===== src/rtl/mul16s_arb_pkg.sv =====
// Shared types, constants and the round-robin pick helper for the multiplier arbiter.
package mul16s_arb_pkg;

    localparam int OP_W      = 16;
    localparam int RES_W     = 32;
    localparam int TRUNC     = 2;
    localparam int PROD_W    = 2 * (OP_W - TRUNC);
    localparam logic [3:0] LSB_PAD = 4'b0001;
    localparam int MAX_REQ   = 8;
    localparam int MAX_ID_W  = 3;
    localparam int MAX_TAG_W = 16;

    typedef struct packed {
        logic                 valid;
        logic [RES_W-1:0]     data;
        logic [MAX_ID_W-1:0]  id;
        logic [MAX_TAG_W-1:0] tag;
    } pipe_entry_t;

    // First valid requester at or after ptr, wrapping modulo n (n <= MAX_REQ, ptr < n).
    function automatic logic [MAX_ID_W-1:0] rr_pick(
        input logic [MAX_REQ-1:0]  valid,
        input logic [MAX_ID_W-1:0] ptr,
        input logic [MAX_ID_W:0]   n
    );
        logic [MAX_ID_W:0] idx;
        logic [MAX_ID_W:0] step;
        logic              found;
        rr_pick = '0;
        found   = 1'b0;
        for (int k = 0; k < MAX_REQ; k++) begin
            step = (MAX_ID_W + 1)'(k);
            idx  = {1'b0, ptr} + step;
            if (idx >= n) begin
                idx = idx - n;
            end
            if (!found && (step < n) && valid[idx[MAX_ID_W-1:0]]) begin
                rr_pick = idx[MAX_ID_W-1:0];
                found   = 1'b1;
            end
        end
    endfunction

endpackage


===== src/rtl/mul16s_arb_pipe.sv =====
// LAT-deep stallable approximate multiplier pipe; the product is formed in stage 0.
module mul16s_arb_pipe
    import mul16s_arb_pkg::*;
#(
    parameter int LAT   = 2,
    parameter int ID_W  = 2,
    parameter int TAG_W = 4
) (
    input  logic              clock,
    input  logic              reset_n,
    input  logic              stall,
    input  logic              in_valid,
    input  logic [OP_W-1:0]   in_a,
    input  logic [OP_W-1:0]   in_b,
    input  logic [ID_W-1:0]   in_id,
    input  logic [TAG_W-1:0]  in_tag,
    output logic              out_valid,
    output logic [RES_W-1:0]  out_data,
    output logic [ID_W-1:0]   out_id,
    output logic [TAG_W-1:0]  out_tag
);

    pipe_entry_t stage_q [LAT];
    pipe_entry_t stage_d [LAT];
    pipe_entry_t entry_in;

    logic signed [PROD_W-1:0] op_a;
    logic signed [PROD_W-1:0] op_b;
    logic signed [PROD_W-1:0] product;
    logic                     pipe_unused;

    // Bubbles carry an all-zero entry so the output bus is quiet when idle.
    always_comb begin
        op_a     = PROD_W'($signed(in_a[OP_W-1:TRUNC]));
        op_b     = PROD_W'($signed(in_b[OP_W-1:TRUNC]));
        product  = op_a * op_b;
        entry_in = '0;
        if (in_valid) begin
            entry_in.valid            = 1'b1;
            entry_in.data             = {product, LSB_PAD};
            entry_in.id[ID_W-1:0]     = in_id;
            entry_in.tag[TAG_W-1:0]   = in_tag;
        end
    end

    always_comb begin
        for (int i = 0; i < LAT; i++) begin
            stage_d[i] = stage_q[i];
        end
        if (!stall) begin
            stage_d[0] = entry_in;
            for (int i = 1; i < LAT; i++) begin
                stage_d[i] = stage_q[i-1];
            end
        end
    end

    always_ff @(posedge clock) begin
        for (int i = 0; i < LAT; i++) begin
            if (!reset_n) begin
                stage_q[i] <= '0;
            end else begin
                stage_q[i] <= stage_d[i];
            end
        end
    end

    assign out_valid   = stage_q[LAT-1].valid;
    assign out_data    = stage_q[LAT-1].data;
    assign out_id      = stage_q[LAT-1].id[ID_W-1:0];
    assign out_tag     = stage_q[LAT-1].tag[TAG_W-1:0];
    assign pipe_unused = ^{stage_q[LAT-1].id, stage_q[LAT-1].tag};

endmodule


===== src/rtl/mul16s_arb_sched.sv =====
// Round-robin scheduler sharing one approximate 16x16 signed multiplier pipe among N_REQ requesters.
// Define MUL16S_ARB_STATS_EN to add per-requester grant and stall-cycle counters.
module mul16s_arb_sched
    import mul16s_arb_pkg::*;
#(
    parameter int N_REQ = 4,
    parameter int LAT   = 2,
    parameter int TAG_W = 4
) (
    input  logic                       clock,
    input  logic                       reset_n,
    input  logic [N_REQ-1:0]           req_valid,
    output logic [N_REQ-1:0]           req_ready,
    input  logic [N_REQ*16-1:0]        req_a,
    input  logic [N_REQ*16-1:0]        req_b,
    input  logic [N_REQ*TAG_W-1:0]     req_tag,
    output logic                       resp_valid,
    input  logic                       resp_ready,
    output logic [31:0]                resp_data,
    output logic [$clog2(N_REQ)-1:0]   resp_id,
    output logic [TAG_W-1:0]           resp_tag
`ifdef MUL16S_ARB_STATS_EN
    ,
    output logic [N_REQ*16-1:0]        stat_grants,
    output logic [15:0]                stat_stalls
`else
`endif
);

    localparam int ID_W = $clog2(N_REQ);

    logic [ID_W-1:0]     ptr_q, ptr_d;
    logic [ID_W-1:0]     grant;
    logic [MAX_ID_W-1:0] pick;
    logic [MAX_ID_W-1:0] ptr_ext;
    logic [MAX_REQ-1:0]  valid_ext;
    logic                any_valid, stall, accept;
    logic [OP_W-1:0]     sel_a, sel_b;
    logic [TAG_W-1:0]    sel_tag;
    logic                sched_unused;

    always_comb begin
        valid_ext              = '0;
        valid_ext[N_REQ-1:0]   = req_valid;
        ptr_ext                = '0;
        ptr_ext[ID_W-1:0]      = ptr_q;
        pick                   = rr_pick(valid_ext, ptr_ext, (MAX_ID_W + 1)'(N_REQ));
        grant                  = pick[ID_W-1:0];
    end
    assign sched_unused = ^pick;

    // A held output freezes the pipe, so nothing may be accepted that cycle.
    assign any_valid = |req_valid;
    assign stall     = resp_valid & ~resp_ready;
    assign accept    = any_valid & ~stall;

    always_comb begin
        req_ready = '0;
        sel_a     = '0;
        sel_b     = '0;
        sel_tag   = '0;
        for (int i = 0; i < N_REQ; i++) begin
            if (grant == ID_W'(i)) begin
                req_ready[i] = accept;
                sel_a        = req_a[i*OP_W +: OP_W];
                sel_b        = req_b[i*OP_W +: OP_W];
                sel_tag      = req_tag[i*TAG_W +: TAG_W];
            end
        end
    end

    always_comb begin
        ptr_d = ptr_q;
        if (accept) begin
            ptr_d = (grant == ID_W'(N_REQ - 1)) ? '0 : grant + 1'b1;
        end
    end

    always_ff @(posedge clock) begin
        if (!reset_n) begin
            ptr_q <= '0;
        end else begin
            ptr_q <= ptr_d;
        end
    end

    mul16s_arb_pipe #(
        .LAT   (LAT),
        .ID_W  (ID_W),
        .TAG_W (TAG_W)
    ) u_pipe (
        .clock     (clock),
        .reset_n   (reset_n),
        .stall     (stall),
        .in_valid  (accept),
        .in_a      (sel_a),
        .in_b      (sel_b),
        .in_id     (grant),
        .in_tag    (sel_tag),
        .out_valid (resp_valid),
        .out_data  (resp_data),
        .out_id    (resp_id),
        .out_tag   (resp_tag)
    );

`ifdef MUL16S_ARB_STATS_EN
    logic [15:0] grant_cnt_q [N_REQ];
    logic [15:0] grant_cnt_d [N_REQ];
    logic [15:0] stall_cnt_q, stall_cnt_d;

    // Both counters saturate rather than wrap.
    always_comb begin
        for (int i = 0; i < N_REQ; i++) begin
            grant_cnt_d[i] = grant_cnt_q[i];
            if (req_valid[i] && req_ready[i] && grant_cnt_q[i] != 16'hFFFF) begin
                grant_cnt_d[i] = grant_cnt_q[i] + 16'd1;
            end
            stat_grants[i*16 +: 16] = grant_cnt_q[i];
        end
        stall_cnt_d = stall_cnt_q;
        if (stall && stall_cnt_q != 16'hFFFF) begin
            stall_cnt_d = stall_cnt_q + 16'd1;
        end
    end

    always_ff @(posedge clock) begin
        if (!reset_n) begin
            for (int i = 0; i < N_REQ; i++) begin
                grant_cnt_q[i] <= '0;
            end
            stall_cnt_q <= '0;
        end else begin
            for (int i = 0; i < N_REQ; i++) begin
                grant_cnt_q[i] <= grant_cnt_d[i];
            end
            stall_cnt_q <= stall_cnt_d;
        end
    end

    assign stat_stalls = stall_cnt_q;
`else
`endif

endmodule


===== config.mk =====
export PLATFORM = sky130hd
export DESIGN_NAME = mul16s_arb_sched
export DESIGN_NICKNAME = d
export VERILOG_FILES = /design/src/rtl/mul16s_arb_pkg.sv /design/src/rtl/mul16s_arb_pipe.sv /design/src/rtl/mul16s_arb_sched.sv
export SDC_FILE = /design/constraint.sdc
export NUM_CORES = 1
export LEC_CHECK = 0
export CAP_MARGIN = 20
export CORE_ASPECT_RATIO = 0.8
export CORE_MARGIN = 2
export CORE_UTILIZATION = 50
export CTS_CLUSTER_DIAMETER = 30
export DETAILED_ROUTE_END_ITERATION = 10
export HOLD_SLACK_MARGIN = 0.1
export PLACE_DENSITY = 0.76
export SLEW_MARGIN = 20
export SYNTH_ARGS = -nofsm -noshare
export SYNTH_HDL_FRONTEND = slang
export SYNTH_SLANG_ARGS = --single-unit

===== constraint.sdc =====
create_clock -name clock -period 10.5 [get_ports clock]
set_input_delay 2.1 -clock clock [delete_from_list [all_inputs] [get_ports clock]]
set_output_delay 2.1 -clock clock [all_outputs]
set_load 0.03 [all_outputs]

==> results.cfg, run 1 <==
[routing]
totalWireLength_mm = 29.6
wire_per_inst_um = 16.2
firstDrtPassIters = 7
drt_iter0_drc = 605
postRouteAntennaNets = 0
drc = 0
via_per_inst = 5.28
vias = 9653

[critical_path]
cp_common_cell = fa_1
rrSetupSlack_ns = 2.37
worstPathArrival_ns = 10.25
critPathKind = in2reg
cp-start-kind = primary input
crit_required_ns = 10.70
crit_slowest_cell = fa_1
cp_num_buf_inv = 6
critPathMaxStageDelay_ns = 0.56
path_delay_family = adder cells
end_kind = flip-flop
crit_fanout = 11

[finish]
nFillCells = 1882
insertedDiodeCount = 0
post-route-util = 0.627
syn_to_final_growth_pct = 22.2
postLayoutCellArea_mm2 = 0.0137
final_cell_mix = inv_1, fa_1, nand2_1
final_common_cell = inv_1
finalNetCount = 1939
drive_above_1_share = 0.0452
final_cells = 1827

[flow_run]
maxCapViolCount = 0

[synthesis]
synth_area_mm2 = 0.0112
ys_async_sr_fraction = 0
synth_area_leaders = fa_1, dfxtp_1, ha_1
synth_top_area_cell = fa_1
synth_flop_cell = dfxtp_1
syn_area_per_cell_um2 = 8.20
synth_top_area_frac = 0.349
ys_ff_latch = 72
synth_edf_count = 0
ys_warn_count = 0
ys_seq_area_frac = 0.129
synth_cell_types = 48
syn_inst = 1366

[timing]
finalSetupTns_ns = 0
period_minus_slack_ns = 10.05
skew_ns = 0.00657
setup_viol = 0
relSlewSlack = 0.479
max_freq_ghz = 0.0995
period_share = 0.957
hold_violations = 0
drv_slew = 0
tightest_slew_ns = 0.782

[clock_tree]
root_buffer = clkbuf_16
cts_buffer_depth = 2
cts_buffers = 9
ctsHtreeMaxLevel = 3
insertion_delay_ns = 0.33
cts.sinks = 72
post_cts_buffers = 0
cts_tree = built
clkTransAtPathRegs_ns = 0.05

[floorplanning]
ioPinCount = 194
die_h_um = 138
die_x_um = 171
die-area_mm2 = 0.0236
start_util = 0.514
core_mm2 = 0.0218
rows = 48

[place]
hpwl_mm = 24.5
place_congestion = 0.902
dp.cells = 1811
port-buffer-count = 174
placed_area_mm2 = 0.0134

[status]
status = completed

[worst_hold_path]
holdCritPathClass = reg2reg

[global_routing]
grt_pass1_vias = 9945
grt_max_degree = 62
antenna_found_initial = 1
grt_use_total = 0.261
grt_overflow_total = 0
grt_pass1_wl_mm = 48.1
-- worst register-to-register path: cells and delay by family, from the launching register on --
family,cells,cell delay [ns]
XOR/XNOR,1,0.15
flip-flops,1,0.36
AND/OR/NAND/NOR,4,0.77
buffers and inverters,5,0.57
AO/OA/AOI/OAI,12,2.51
adder cells (fa/ha/maj),8,3.61
-- cell type report --
type	count	area, um^2	share of cell area
multi-input combinational	997	8650	0.632
timing repair buffer	211	2040	0.149
sequential	72	1440	0.105
inverter	231	867	0.0634
tap	300	375	0.0274
clock buffer	14	264	0.0193
clock inverter	2	37.5	0.00274
-- through the flow --
stage	hold WS, ns	setup slack [ns]
floorplan	0.425	1.28
global placement	0.439	0.289
finish	0.446	0.451
global route	0.478	-0.00413
CTS	0.448	0.437
detailed placement	0.440	0.124
-- per-layer routing --
metal	global-route usage	wire, um	vias up
li1	-	-	4558
met1	0.327	12200	4699
met2	0.457	14200	344
met3	0.0603	2560	52
met4	0.0669	592	0
met5	0	0	-
-- cells by family after synthesis --
group,count (synthesis),share of synthesized area
AOI/OAI and AO/OA,255,0.145
other,1,0.000335
DFF,72,0.129
and+or+nand+nor,438,0.168
xor gates and xnor gates,30,0.0235
buffers and inverters,299,0.102
adders and majority gates,266,0.428
muxes,5,0.00447
-- synthesized netlist by cell type (all sizes together), types with 27 or more instances --
cell	number
ha	71
dfxtp	72
fa	195
a21oi	99
o21ai	32
nor2	171
a21o	27
nand2	181
a21boi	35
clkbuf	50
a22oi	28
inv	231
-- registers in the layout (all words and copies together), names as in the netlist --
signal          cells
ptr_q               2
u_pipe.stage_q     70
-- final timing paths --
check,from,endpoint,depth (start not counted)
worst min register to register,u_pipe.stage_q[0][48]$_SDFFE_PN0N_,u_pipe.stage_q[0][48]$_SDFFE_PN0N_,2
worst min-delay path,u_pipe.stage_q[0][48]$_SDFFE_PN0N_,u_pipe.stage_q[0][48]$_SDFFE_PN0N_,2
worst max register to register,ptr_q[1]$_SDFFE_PN0P_,u_pipe.stage_q[0][49]$_SDFFE_PN0N_,30
worst max-delay path,req_valid[0],u_pipe.stage_q[0][49]$_SDFFE_PN0N_,31
-- timing repair --
item                       CTS  global route
setup endpoints to repair    0             5
hold buffers                 0             0
gates resized for setup      0             4
Power of run 1 is left out: the tool's default activity adds up to more than one toggle a clock period on the data nets, which glitch-free logic cannot reach.
==> run 2: changes to the inputs <==
--- a/config.mk
+++ b/config.mk
@@ -13,7 +13,6 @@
 export DETAILED_ROUTE_END_ITERATION = 10
 export HOLD_SLACK_MARGIN = 0.1
 export PLACE_DENSITY = 0.76
-export SLEW_MARGIN = 20
 export SYNTH_ARGS = -nofsm -noshare
 export SYNTH_HDL_FRONTEND = slang
 export SYNTH_SLANG_ARGS = --single-unit
==> results of run 2 <==
Same layout as run 1: the final DEF is identical, and so are final timing and power.
Power of run 2 is left out for the same reason.
==> run 3: changes to the inputs <==
--- a/config.mk
+++ b/config.mk
@@ -13,6 +13,7 @@
 export DETAILED_ROUTE_END_ITERATION = 10
 export HOLD_SLACK_MARGIN = 0.1
 export PLACE_DENSITY = 0.76
+export SETUP_SLACK_MARGIN = 0.3
 export SYNTH_ARGS = -nofsm -noshare
 export SYNTH_HDL_FRONTEND = slang
 export SYNTH_SLANG_ARGS = --single-unit
==> results.cfg, run 3 (same netlist as run 1, synthesis figures left out) <==
[routing]
postRouteAntennaNets = 0
drc = 0
totalWireLength_mm = 29.6
vias = 9656
drt_iter0_drc = 650
wire_per_inst_um = 16.2
firstDrtPassIters = 5
via_per_inst = 5.28

[clock_tree]
clkTransAtPathRegs_ns = 0.05
insertion_delay_ns = 0.33
cts_buffers = 9
cts_buffer_depth = 2
ctsHtreeMaxLevel = 3
ctsHoldBuffers = 0
cts.sinks = 72
cts_tree = built
root_buffer = clkbuf_16

[place]
place_congestion = 0.902
hpwl_mm = 24.5
port-buffer-count = 174

[floorplanning]
start_util = 0.514
die-area_mm2 = 0.0236
die_x_um = 171
die_h_um = 138
rows = 48
ioPinCount = 194
core_mm2 = 0.0218

[worst_hold_path]
holdCritPathClass = reg2reg

[timing]
relSlewSlack = 0.534
rsz0062_at_grt = false
max_freq_ghz = 0.102
finalSetupTns_ns = 0
skew_ns = 0.00541
hold_violations = 0
period_minus_slack_ns = 9.79
drv_slew = 0
period_share = 0.933
setup_viol = 0
tightest_slew_ns = 0.699

[finish]
final_cell_mix = inv_1, fa_1, nand2_1
drive_above_1_share = 0.0523
syn_to_final_growth_pct = 22.6
largest_register = u_pipe.stage_q
final_common_cell = inv_1
largest_register_ffs = 70
reg_top3 = u_pipe.stage_q: 70 flops, ptr_q: 2 flops
insertedDiodeCount = 0
finalNetCount = 1941

[global_routing]
grt_overflow_total = 0
grt_pass1_wl_mm = 48.1
antenna_found_initial = 1
grt_pass1_vias = 9945
grt_use_total = 0.261
grt_max_degree = 62

[critical_path]
cp_common_cell = fa_1
crit_required_ns = 10.70
worstPathArrival_ns = 9.99
critPathKind = in2reg
critPathMaxStageDelay_ns = 0.56
crit_fanout = 36
cp-start-kind = primary input
end_kind = flip-flop
crit_slowest_cell = fa_1

[status]
status = completed

[flow_run]
maxCapViolCount = 0
run 3: area by class of cell:
cell class                 instances  area, um^2
clock buffer                      14         264
clock inverter                     2        37.5
fill                            1878        8080
inverter                         231         867
multi-input combinational        997        8680
sequential                        72        1440
tap                              300         375
timing repair buffer             213        2060
run 3: layer usage:
layer  track usage  up-vias  part of all wire
li1              -     4559                 -
met1         0.327     4713              0.41
met2         0.457      334              0.48
met3        0.0603       50             0.088
met4        0.0669        0             0.020
met5             0        -                 0
run 3: critical path, delay by kind of cell:
family          cells  cell delay [ns]
compound gates     12             1.91
fa+ha+maj           8             3.55
xor+xnor            1             0.15
simple gates        3             0.52
buf+inv             9             1.73
run 3: worst paths after layout:
check                                                        start                                 end  slack (ns)  depth (start not counted)
worst min register to register  u_pipe.stage_q[0][48]$_SDFFE_PN0N_  u_pipe.stage_q[0][48]$_SDFFE_PN0N_        0.45                          2
worst max register to register               ptr_q[1]$_SDFFE_PN0P_  u_pipe.stage_q[0][49]$_SDFFE_PN0N_        2.54                         31
worst min-delay path            u_pipe.stage_q[0][48]$_SDFFE_PN0N_  u_pipe.stage_q[0][48]$_SDFFE_PN0N_        0.45                          2
worst max-delay path                                  req_valid[0]  u_pipe.stage_q[0][49]$_SDFFE_PN0N_        0.71                         33
run 3: per-stage QoR:
| stage | util | hold slack (ns) | area [um^2] | instances | setup slack, ns |
|---|---|---|---|---|---|
| 4_1_cts | 0.627 | 0.448 | 13700 | 1827 | 0.437 |
| 5_1_grt | 0.630 | 0.478 | 13700 | 1829 | 0.317 |
| 2_1_floorplan | - | 0.425 | 11200 | 1368 | 1.28 |
| 6_report | 0.630 | 0.446 | 13700 | 1829 | 0.705 |
| 3_5_place_dp | 0.613 | 0.440 | 13400 | 1811 | 0.124 |
| 3_3_place_gp | 0.613 | 0.439 | 13400 | 1811 | 0.289 |
run 3: what timing repair did:
action	in CTS	in global routing
resized for setup	0	14
buffers inserted	0	2
setup endpoints to repair	0	14
Power of run 3 is left out for the same reason.
